`config.mk`:
```
export PLATFORM = sky130hd
export DESIGN_NAME = pipeline_ctrl
export DESIGN_NICKNAME = d
export VERILOG_FILES = /design/src/rtl/pipeline_ctrl.sv
export SDC_FILE = /design/constraint.sdc
export NUM_CORES = 1
export LEC_CHECK = 0
export BUFFER_PORTS_ARGS = -buffer_cell sky130_fd_sc_hd__buf_2
export CELL_PAD_IN_SITES_DETAIL_PLACEMENT = 0
export CELL_PAD_IN_SITES_GLOBAL_PLACEMENT = 2
export CORE_MARGIN = 8
export CORE_UTILIZATION = 30
export DETAILED_ROUTE_END_ITERATION = 8
export PLACE_DENSITY = 0.81
export SYNTH_ARGS = -nofsm -noshare
export SYNTH_HDL_FRONTEND = slang
export SYNTH_SLANG_ARGS = --single-unit
```
`constraint.sdc`:
```
create_clock -name clk -period 2.2 [get_ports clk]
set_input_delay 0.55 -clock clk [delete_from_list [all_inputs] [get_ports clk]]
set_output_delay 0.55 -clock clk [all_outputs]
set_load 0.1 [all_outputs]
```
`src/rtl/pipeline_ctrl.sv`:
```
// Pipeline stall/flush controller: per-stage enables and bubbles for load-use,
// branch redirect, data-memory wait and multi-cycle execute, plus perf counters.
module pipeline_ctrl #(
  parameter int unsigned CNT_WIDTH  = 16,
  parameter int unsigned MC_TIMEOUT = 64
) (
  input  logic                 clk,
  input  logic                 rst_n,
  input  logic                 load_use_hazard,
  input  logic                 ex_branch_taken,
  input  logic                 ex_mc_start,
  input  logic                 mc_done,
  input  logic                 mem_req,
  input  logic                 mem_ready,
  output logic                 pc_en,
  output logic                 if_id_en,
  output logic                 id_ex_en,
  output logic                 ex_mem_en,
  output logic                 mem_wb_en,
  output logic                 if_id_flush,
  output logic                 id_ex_flush,
  output logic                 ex_mem_flush,
  output logic                 mc_go,
  output logic [1:0]           state,
  output logic [CNT_WIDTH-1:0] stall_cycles,
  output logic [CNT_WIDTH-1:0] flush_count,
  output logic                 mc_timeout
);

  localparam int unsigned MCW = $clog2(MC_TIMEOUT + 1);

  typedef enum logic [1:0] {
    S_RUN      = 2'd0,
    S_MEM_WAIT = 2'd1,
    S_MC_WAIT  = 2'd2,
    S_RSVD     = 2'd3
  } state_e;

  state_e               state_q, state_d;
  logic [CNT_WIDTH-1:0] stall_q, stall_d;
  logic [CNT_WIDTH-1:0] flush_q, flush_d;
  logic [MCW-1:0]       mc_cnt_q, mc_cnt_d;
  logic                 tmo_q, tmo_d;

  // en_c: {pc, if_id, id_ex, ex_mem, mem_wb}; fl_c: {if_id, id_ex, ex_mem}
  logic [4:0] en_c;
  logic [2:0] fl_c;
  logic       go_c;
  logic       run_c;
  logic       flush_inc_c;

  always_ff @(posedge clk or negedge rst_n) begin
    if (!rst_n) begin
      state_q  <= S_RUN;
      stall_q  <= '0;
      flush_q  <= '0;
      mc_cnt_q <= '0;
      tmo_q    <= 1'b0;
    end else begin
      state_q  <= state_d;
      stall_q  <= stall_d;
      flush_q  <= flush_d;
      mc_cnt_q <= mc_cnt_d;
      tmo_q    <= tmo_d;
    end
  end

  always_comb begin
    en_c        = '0;
    fl_c        = '0;
    go_c        = 1'b0;
    run_c       = 1'b0;
    flush_inc_c = 1'b0;
    state_d     = state_q;
    mc_cnt_d    = mc_cnt_q;
    tmo_d       = tmo_q;
    stall_d     = stall_q;
    flush_d     = flush_q;

    case (state_q)
      S_MEM_WAIT: begin
        if (mem_ready) run_c = 1'b1;
      end
      S_MC_WAIT: begin
        if (mc_done) begin
          en_c    = 5'b11111;
          state_d = S_RUN;
        end else begin
          // EX holds the op while a bubble drains into MEM
          en_c = 5'b00011;
          fl_c = 3'b001;
          if (mc_cnt_q < MCW'(MC_TIMEOUT)) mc_cnt_d = mc_cnt_q + MCW'(1);
          if (mc_cnt_q == MCW'(MC_TIMEOUT - 1)) tmo_d = 1'b1;
        end
      end
      default: begin
        if (mem_req && !mem_ready) state_d = S_MEM_WAIT;
        else                       run_c   = 1'b1;
      end
    endcase

    // Shared RUN decision, also used on the cycle memory completes
    if (run_c) begin
      state_d = S_RUN;
      if (ex_mc_start) begin
        go_c     = 1'b1;
        en_c     = 5'b00011;
        fl_c     = 3'b001;
        state_d  = S_MC_WAIT;
        mc_cnt_d = '0;
      end else if (ex_branch_taken) begin
        en_c        = 5'b11111;
        fl_c        = 3'b110;
        flush_inc_c = 1'b1;
      end else if (load_use_hazard) begin
        en_c = 5'b00111;
        fl_c = 3'b010;
      end else begin
        en_c = 5'b11111;
      end
    end

    if (!en_c[4] && (stall_q != {CNT_WIDTH{1'b1}})) stall_d = stall_q + CNT_WIDTH'(1);
    if (flush_inc_c && (flush_q != {CNT_WIDTH{1'b1}})) flush_d = flush_q + CNT_WIDTH'(1);
  end

  // Controls are forced low while reset is held
  assign pc_en        = rst_n & en_c[4];
  assign if_id_en     = rst_n & en_c[3];
  assign id_ex_en     = rst_n & en_c[2];
  assign ex_mem_en    = rst_n & en_c[1];
  assign mem_wb_en    = rst_n & en_c[0];
  assign if_id_flush  = rst_n & fl_c[2];
  assign id_ex_flush  = rst_n & fl_c[1];
  assign ex_mem_flush = rst_n & fl_c[0];
  assign mc_go        = rst_n & go_c;

  assign state        = state_q;
  assign stall_cycles = stall_q;
  assign flush_count  = flush_q;
  assign mc_timeout   = tmo_q;

endmodule
```
---- Yosys cells after proc, flatten, opt, wreduce, memory -nomap -nowiden ----
Index checks and enable logic that the tools add are counted.
storage, ports and cells
  flip-flop bits (word level) ............. 42
  output and inout bits ................... 44
cells by class
  add/subtract/negate cells ............... 3
  $lt $le $gt $ge ......................... 1
  eq/ne operators ......................... 7
  mux-type cells .......................... 30
  bitwise logic cells ..................... 10
  reduce and logical (&&, ||, !) cells .... 8
operator list
  cell                     number
  $mux W7                  5
  $add A16 B1 Y16 const B  2
  $ne A16 B16 Y1 const B   2
  $mux W5                  6
  $mux W3                  4
  $and A1 B1 Y1            9
  $mux W1                  9
  $mux W2                  4
  $add A7 B1 Y7 const B    1
  $eq A7 B6 Y1 const B     1
  $lt A7 B7 Y1 const B     1
  $reduce_and A3 Y1        2
  $pmux W2 S2              1
  $logic_and A1 B1 Y1      3
  $ne A3 B3 Y1 const B     1
  $reduce_bool A3 Y1       1
  $eq A2 B1 Y1 const B     1
  $eq A2 B2 Y1 const B     1
  $logic_not A1 Y1         2
  $ne A2 B2 Y1 const B     1
  $pmux W1 S2              1
  $not A1 Y1               1

---- Depth between registers and ports, before layout ----
Gate-level depths: netlist of the first run.
  depth after elaboration ................. 7
  depth in mapped cells ................... 8
  gate-level depth less buffers ........... 7

---- Worst setup path after synthesis of the first run ----
No wires, ideal clock.
  path kind ............................... register to output
  start ................................... register state_q[0] (netlist: state[0])
  end ..................................... output id_ex_en
  arrival ................................. 3.864 ns
  data required time ...................... 1.650 ns
  path slack .............................. -2.214 ns
  stages on the path, launching flop included .. 8
  buffers on the path ..................... 0
  cells stage by stage .................... dfrtp_1 > inv_1 > ha_1 > o21ai_1 > nand2_1 > nor2_1 > nor2_1 > o211a_1
on the way
  word-level cells in the longest chain between the ends .. 4
  elaborated cells on any way between the ends .. 6
  those cells by class .................... eq/ne (2); mux (3); bitwise (1)
ends and longest elaborated chain
  what                                                 line  text
  start: declaration                                   39    state_e state_q, state_d;
  start signal: assignment                             60    state_q <= state_d;
  $eq A2 B2 Y1 / $eq A2 B1 Y1 (equally long branches)  80    case (state_q)
  $pmux W1 S2 / $mux W5 (equally long branches)        80
  $mux W5 (*)                                          103   if (run_c) begin
  $and A1 B1 Y1 (*)                                    130   assign id_ex_en = rst_n & en_c[2];
  end: declaration                                     17    output logic id_ex_en,
Every way passes the cells marked *; elsewhere a longest branch is shown, timed or not.

---- Final worst setup path of the first run ----
  start ................................... register state_q[1] (netlist: state[1])
  end ..................................... output ex_mem_flush
on the way
  word-level cells in the longest chain between the ends .. 7
  elaborated cells on any way between the ends .. 9
  those cells by class .................... eq/ne (2); mux (6); bitwise (1)
ends and longest elaborated chain
  what               line  text
  $eq A2 B2 Y1       80
  $mux W1            80
  $mux W3            115   end else if (load_use_hazard) begin
  $mux W3            111   end else if (ex_branch_taken) begin
  $mux W3            105   if (ex_mc_start) begin
  $mux W3 (*)        103
  $and A1 B1 Y1 (*)  135   assign ex_mem_flush = rst_n & fl_c[0];
  end: declaration   22    output logic ex_mem_flush,
Marks and branches as above.

==> impl_metrics.ini, run 1 <==
[cts]
insertion_delay_ns = 0.29
cts_root_buffer = clkbuf_8
cts-htree-levels = 2
cts_sinks = 42
cts_made_buffers = 5
clockBufferDepth = 2
cts_tree = built
clkTransAtPathRegs_ns = 0.08

[yosys]
synth_area_sq_um = 2147
synth_edf_count = 0
synth_flop_cell = dfrtp_1
synth-seq-cells = 42
yosysWarnings = 0
synthCells = 206
ys_seq_area_share_pct = 48.95
synth_area_per_cell_sq_um = 10.42
synth_nets = 219
yosysUniqueCellTypes = 43
synthArstFlopShare_pct = 100.0

[cells_and_area]
layout.nets = 295
drive_gt1_share_pct = 45.94
area_growth_pct = 43.88
mostFrequentLayoutCell = buf_2
final_cell_mix = 42 x buf_2, 23 x xnor2_1, 22 x dfrtp_1
antenna_cells = 0
stdcell_area_sq_um = 3089

[global_route]
grt_pass1_wl_um = 8935
antenna_found_initial = 0
grt_max_degree = 43
grt_overflow_total = 0
grt_pass1_vias = 1845
grt.total_usage_pct = 10.97

[timing]
finClkSkew_ns = 0.004232
period_needed_ns = 2.512
finalCritPeriodShare_pct = 114.2
relSlewSlack_pct = 63.95
finalSetupViolCount = 9
hold_violations = 0
max_freq_mhz = 398.1
fin_ws_ns = -0.3122
hold_slack_ns = 0.3434
drv_slew = 0
rsz0062_at_grt = yes
tightest_slew_ns = 0.5408

[routing]
avgRoutedWirePerCell_um = 13.92
routed_via_density = 4.670
vias = 1784
drc = 0
drt_wl_total_um = 5319
final_antenna_net_count = 0
dr.pass1.iters = 4
drtIter0Drc = 41

[floorplanning]
die_h_um = 100.6
core_area_sq_um = 7098
die_w_um = 100.6
io_pins = 52
dieArea_sq_um = 10120
initial_core_util_pct = 30.25
rows = 31

[setup_path]
crit_arrival_ns = 1.96
reg2reg_slack_ns = 0.02
crit_type = reg2out
cp.required_ns = 1.65
cp-start-kind = flop
r2r_end = flush_count[15]
rr_worst_depth = 9
path_max_fanout = 5
r2r-start = state[1]
cp-end-kind = output pin

[run_status]
outcome = finished with violations
violations = negative setup slack

[power]
p_leak_uw = 0.001373
vdd_drop_max_v = 0.001213
power_density_nw_per_um2 = 1323

[placed_design]
placed_area_sq_um = 2922
portBuffers = 51
pre_cts_ws_ns = -0.09441
routabilityCongestion = 0.7656
hpwl_um = 3953

[flow_run]
maxCapViolCount = 0

[min_path]
hold_class = in2async
-- cells by family after synthesis --
group	synth area share [%]
AOI/OAI and AO/OA	7.576
xor gates and xnor gates	13.05
adders and majority gates	2.914
buffers and inverters	2.447
DFF	48.95
muxes	1.515
and+or+nand+nor	23.54
-- worst max-delay path: stages (launching register included) --
cell	delay, ns
dfrtp_4	0.51
ha_4	0.27
o21ai_4	0.20
nand2_4	0.10
and2_4	0.18
a31oi_4	0.17
nor2_4	0.05
buf_12	0.18
-- per-stage QoR --
step / TNS [ns] / power, uW / util (%) / instances
after floorplan: -4.207 / 2868 / - / 206
after global placement: -0.07320 / 3474 / 41.16 / 370
after detailed placement: -0.1514 / 3496 / 41.16 / 370
after CTS: -2.847 / 4133 / 43.49 / 382
after global routing: -3.614 / 4286 / 43.52 / 382
final: -2.489 / 4086 / 43.52 / 382
-- cells in the mapped netlist, types with 2 or more instances --
cell type   n  area (sq um)
xor2_1      9         78.83
o21ai_0     3         15.01
mux2_1      2         22.52
nor2_1     22         82.58
nand3_1    13         65.06
a21oi_1     6         30.03
ha_1        5         62.56
and3_1      5         31.28
nand4_1    19         118.9
and4_1      2         17.52
nand2_1    15         56.30
nor3_1      2         10.01
xnor2_1    23         201.4
nor3b_1     2         15.01
buf_4       2         15.01
inv_1       6         22.52
dfrtp_1    42          1051
and2_1      3         18.77
-- layer usage --
layer / vias up / track usage, % / wire length [um] / part of all wire [%]
met5: - / 0 / 0 / 0
met4: 0 / 3.721 / 57 / 1.1
met3: 8 / 3.384 / 269 / 5.1
met2: 34 / 17.63 / 2549 / 48
met1: 857 / 13.53 / 2443 / 46
li1: 885 / - / - / -
-- what timing repair did --
item / CTS / global route
setup endpoints to repair: 12 / 14
resized for setup: 9 / 1
hold buffers: 0 / 0
pin swaps: 6 / 4
endpoints found under the hold margin: 0 / 0
buffers inserted: 4 / 0
-- registers in the layout, indices dropped and copies added (netlist names) --
name,cells
flush_count,16
mc_cnt_q,7
mc_timeout,1
stall_cycles,16
state,2
-- power by group --
| part | internal, uW | total [uW] | switching (uW) | leakage, uW |
|---|---|---|---|---|
| Clock | 253 | 527 | 274 | 0.0000472 |
| Combinational | 721 | 2450 | 1730 | 0.000790 |
| Sequential | 937 | 1110 | 170 | 0.000536 |
-- layout make-up --
cell class | count | area (sq um)
Fill cell | 695 | 4009
Clock inverter | 2 | 12.51
Clock buffer | 6 | 82.58
Inverter | 6 | 25.02
Tap cell | 99 | 123.9
Sequential cell | 42 | 1081
Multi-Input combinational cell | 154 | 1189
Timing Repair Buffer | 73 | 575.6
-- how the worst max path moves through the flow --
stage | cells after the start | from | to
after global placement | 7 | state[1] | ex_mem_flush
after CTS | 7 | state[0] | pc_en
after global routing | 8 | state[0] | ex_mem_flush
after floorplan | 7 | state[0] | pc_en
final | 7 | state[1] | ex_mem_flush
after detailed placement | 7 | state[1] | ex_mem_flush
(Power assumes the default switching activity.)
==> run 2, diff against run 1 <==
--- a/config.mk
+++ b/config.mk
@@ -8,6 +8,7 @@
 export BUFFER_PORTS_ARGS = -buffer_cell sky130_fd_sc_hd__buf_2
 export CELL_PAD_IN_SITES_DETAIL_PLACEMENT = 0
 export CELL_PAD_IN_SITES_GLOBAL_PLACEMENT = 2
+export CORE_ASPECT_RATIO = 0.8
 export CORE_MARGIN = 8
 export CORE_UTILIZATION = 30
 export DETAILED_ROUTE_END_ITERATION = 8
==> run 2 against run 1 <==
Effect of this change: the run still ends with negative setup slack left; via count is 1.1% lower; sequential share of layout area is 0.085 points lower; worst hold slack gained 0.015 ns; setup slack got worse by 0.025 ns; critical endpoint is now if_id_en.
==> impl_metrics.ini, run 2 (synthesis results as in run 1) <==
[cells_and_area]
mostFrequentLayoutCell = buf_2
finalNonFillerCells = 369
area_growth_pct = 44.23
layout.nets = 294
post-route-util_pct = 44.72
drive_gt1_share_pct = 46.45
antenna_cells = 0
final_cell_mix = 42 x buf_2, 23 x xnor2_1, 22 x dfrtp_1
fillers = 659

[setup_path]
r2r-start = state[1]
cp_common_cell = nor2_4
cp-end-kind = output pin
slowest_stage = dfrtp_4
crit_type = reg2out
crit_arrival_ns = 1.99
cpPeakStageDelay_ns = 0.52
r2r_end = stall_cycles[1]
critPathBufInv = 2
reg2reg_slack_ns = 0.06
crit_chain = inv_4 > ha_4 > o21ai_4 > and3b_2 > nor2_4 > nor2_4 > buf_12
cp.required_ns = 1.65
rr_worst_depth = 8
critPathTopFamily = flip-flops
path_depth = 7
path_max_fanout = 4
cp-start-kind = flop

[cts]
insertion_delay_ns = 0.29
ctsHoldBuffers = 0
cts_tree = built
clockBufferDepth = 2
cts-htree-levels = 2
cts_root_buffer = clkbuf_8
cts_made_buffers = 5
cts_sinks = 42
clkTransAtPathRegs_ns = 0.08

[placed_design]
place_inst = 357
routabilityCongestion = 0.7677
portBuffers = 51
hpwl_um = 3991
pre_cts_ws_ns = -0.07271

[global_route]
grt.total_usage_pct = 10.61
grt_pass1_vias = 1762
grt_overflow_total = 0
grt_max_degree = 43
antenna_found_initial = 0
grt_pass1_wl_um = 8942

[floorplanning]
dieArea_sq_um = 10140
initial_core_util_pct = 31.00
core_area_sq_um = 6925
die_h_um = 91.67
io_pins = 52
die_w_um = 110.6
rows = 27

[timing]
finalCritPeriodShare_pct = 115.3
drv_slew = 0
tightest_slew_ns = 0.5428
rsz0062_at_grt = yes
finClkSkew_ns = 0.005828
max_freq_mhz = 394.1
fin_setup_tns_ns = -2.486
finalSetupViolCount = 9
period_needed_ns = 2.537
hold_violations = 0
fin_ws_ns = -0.3373
relSlewSlack_pct = 63.81

[routing]
drtIter0Drc = 31
final_antenna_net_count = 0
drc = 0
dr.pass1.iters = 4
vias = 1765
drt_wl_total_um = 5389
avgRoutedWirePerCell_um = 14.60
routed_via_density = 4.783

[power]
p_sw_uw = 2193
p_leak_uw = 0.001381
pwr-share-clk_pct = 12.6
vdd_drop_max_v = 0.0009431
pwr-share-seq_pct = 26.9
switching_share_pct = 53.07
power_uw = 4132
power_density_nw_per_um2 = 1334
power.internal_uw = 1939
combPwrFrac_pct = 60.5

[flow_run]
maxCapViolCount = 0

[min_path]
hold_class = in2async

[run_status]
outcome = finished with violations
violations = negative setup slack
==> run 2: cell count changes in the layout (fill, tap and decap cells not counted) <==
cell,delta
a211o_1,-1
a211o_2,+1
buf_4,-2
buf_6,+1
ha_2,-1
ha_4,+1
mux2_1,-1
mux2_4,+1
nor2_2,-1
nor2_4,+1
nor3_2,-1
nor3_4,+1
==> run 2: layout make-up <==
type | instances | area, sq um | share of cell area (%)
multi-input combinational | 154 | 1215 | 39.23
sequential | 42 | 1081 | 34.91
timing repair buffer | 72 | 571.8 | 18.46
tap | 87 | 108.9 | 3.515
clock buffer | 6 | 82.58 | 2.667
inverter | 6 | 25.02 | 0.8081
clock inverter | 2 | 12.51 | 0.4040
==> run 2: repair_timing <==
item,4_1_cts,5_1_grt
buffers inserted,1,3
resized for setup,5,11
setup endpoints to repair,9,9
cloned,0,0
pin swaps,7,1
==> run 2: layer usage <==
layer	global-route usage [%]	share of wire [%]
met4	3.030	0.76
met1	15.24	52
met5	0	0
met2	14.12	41
met3	4.102	6.0
==> run 2: stage by stage <==
step                hold slack (ns)  instance area, sq um
finish                       0.3583                  3097
global route                 0.4035                  3097
CTS                          0.3792                  3023
detailed placement           0.4601                  2899
global placement             0.4564                  2899
floorplan                    0.2544                  2303
==> run 2: worst max-delay path by stage <==
stage,startpoint,endpoint,slack [ns]
after global placement,state[1],ex_mem_flush,-0.06
after CTS,state[0],id_ex_en,-0.35
after global routing,state[0],pc_en,-0.40
final,state[0],if_id_en,-0.34
after detailed placement,state[1],ex_mem_flush,-0.07
after floorplan,state[0],pc_en,-0.63
==> run 2: power groups by stage <==
stage | Clock [uW] | Combinational [uW] | Sequential [uW]
2_1_floorplan | 0 | 889 | 1980
3_3_place_gp | 0 | 2360 | 1120
3_5_place_dp | 0 | 2360 | 1120
4_1_cts | 551 | 2410 | 1110
5_1_grt | 582 | 2620 | 1140
6_report | 522 | 2500 | 1110
==> run 2: worst register-to-register path, delay by kind of cell (launching register included) <==
family          cells  cell delay [ns]
simple gates        2             0.43
mux                 1             0.30
compound gates      1             0.08
fa+ha+maj           1             0.30
buf+inv             3             0.42
flops               1             0.50
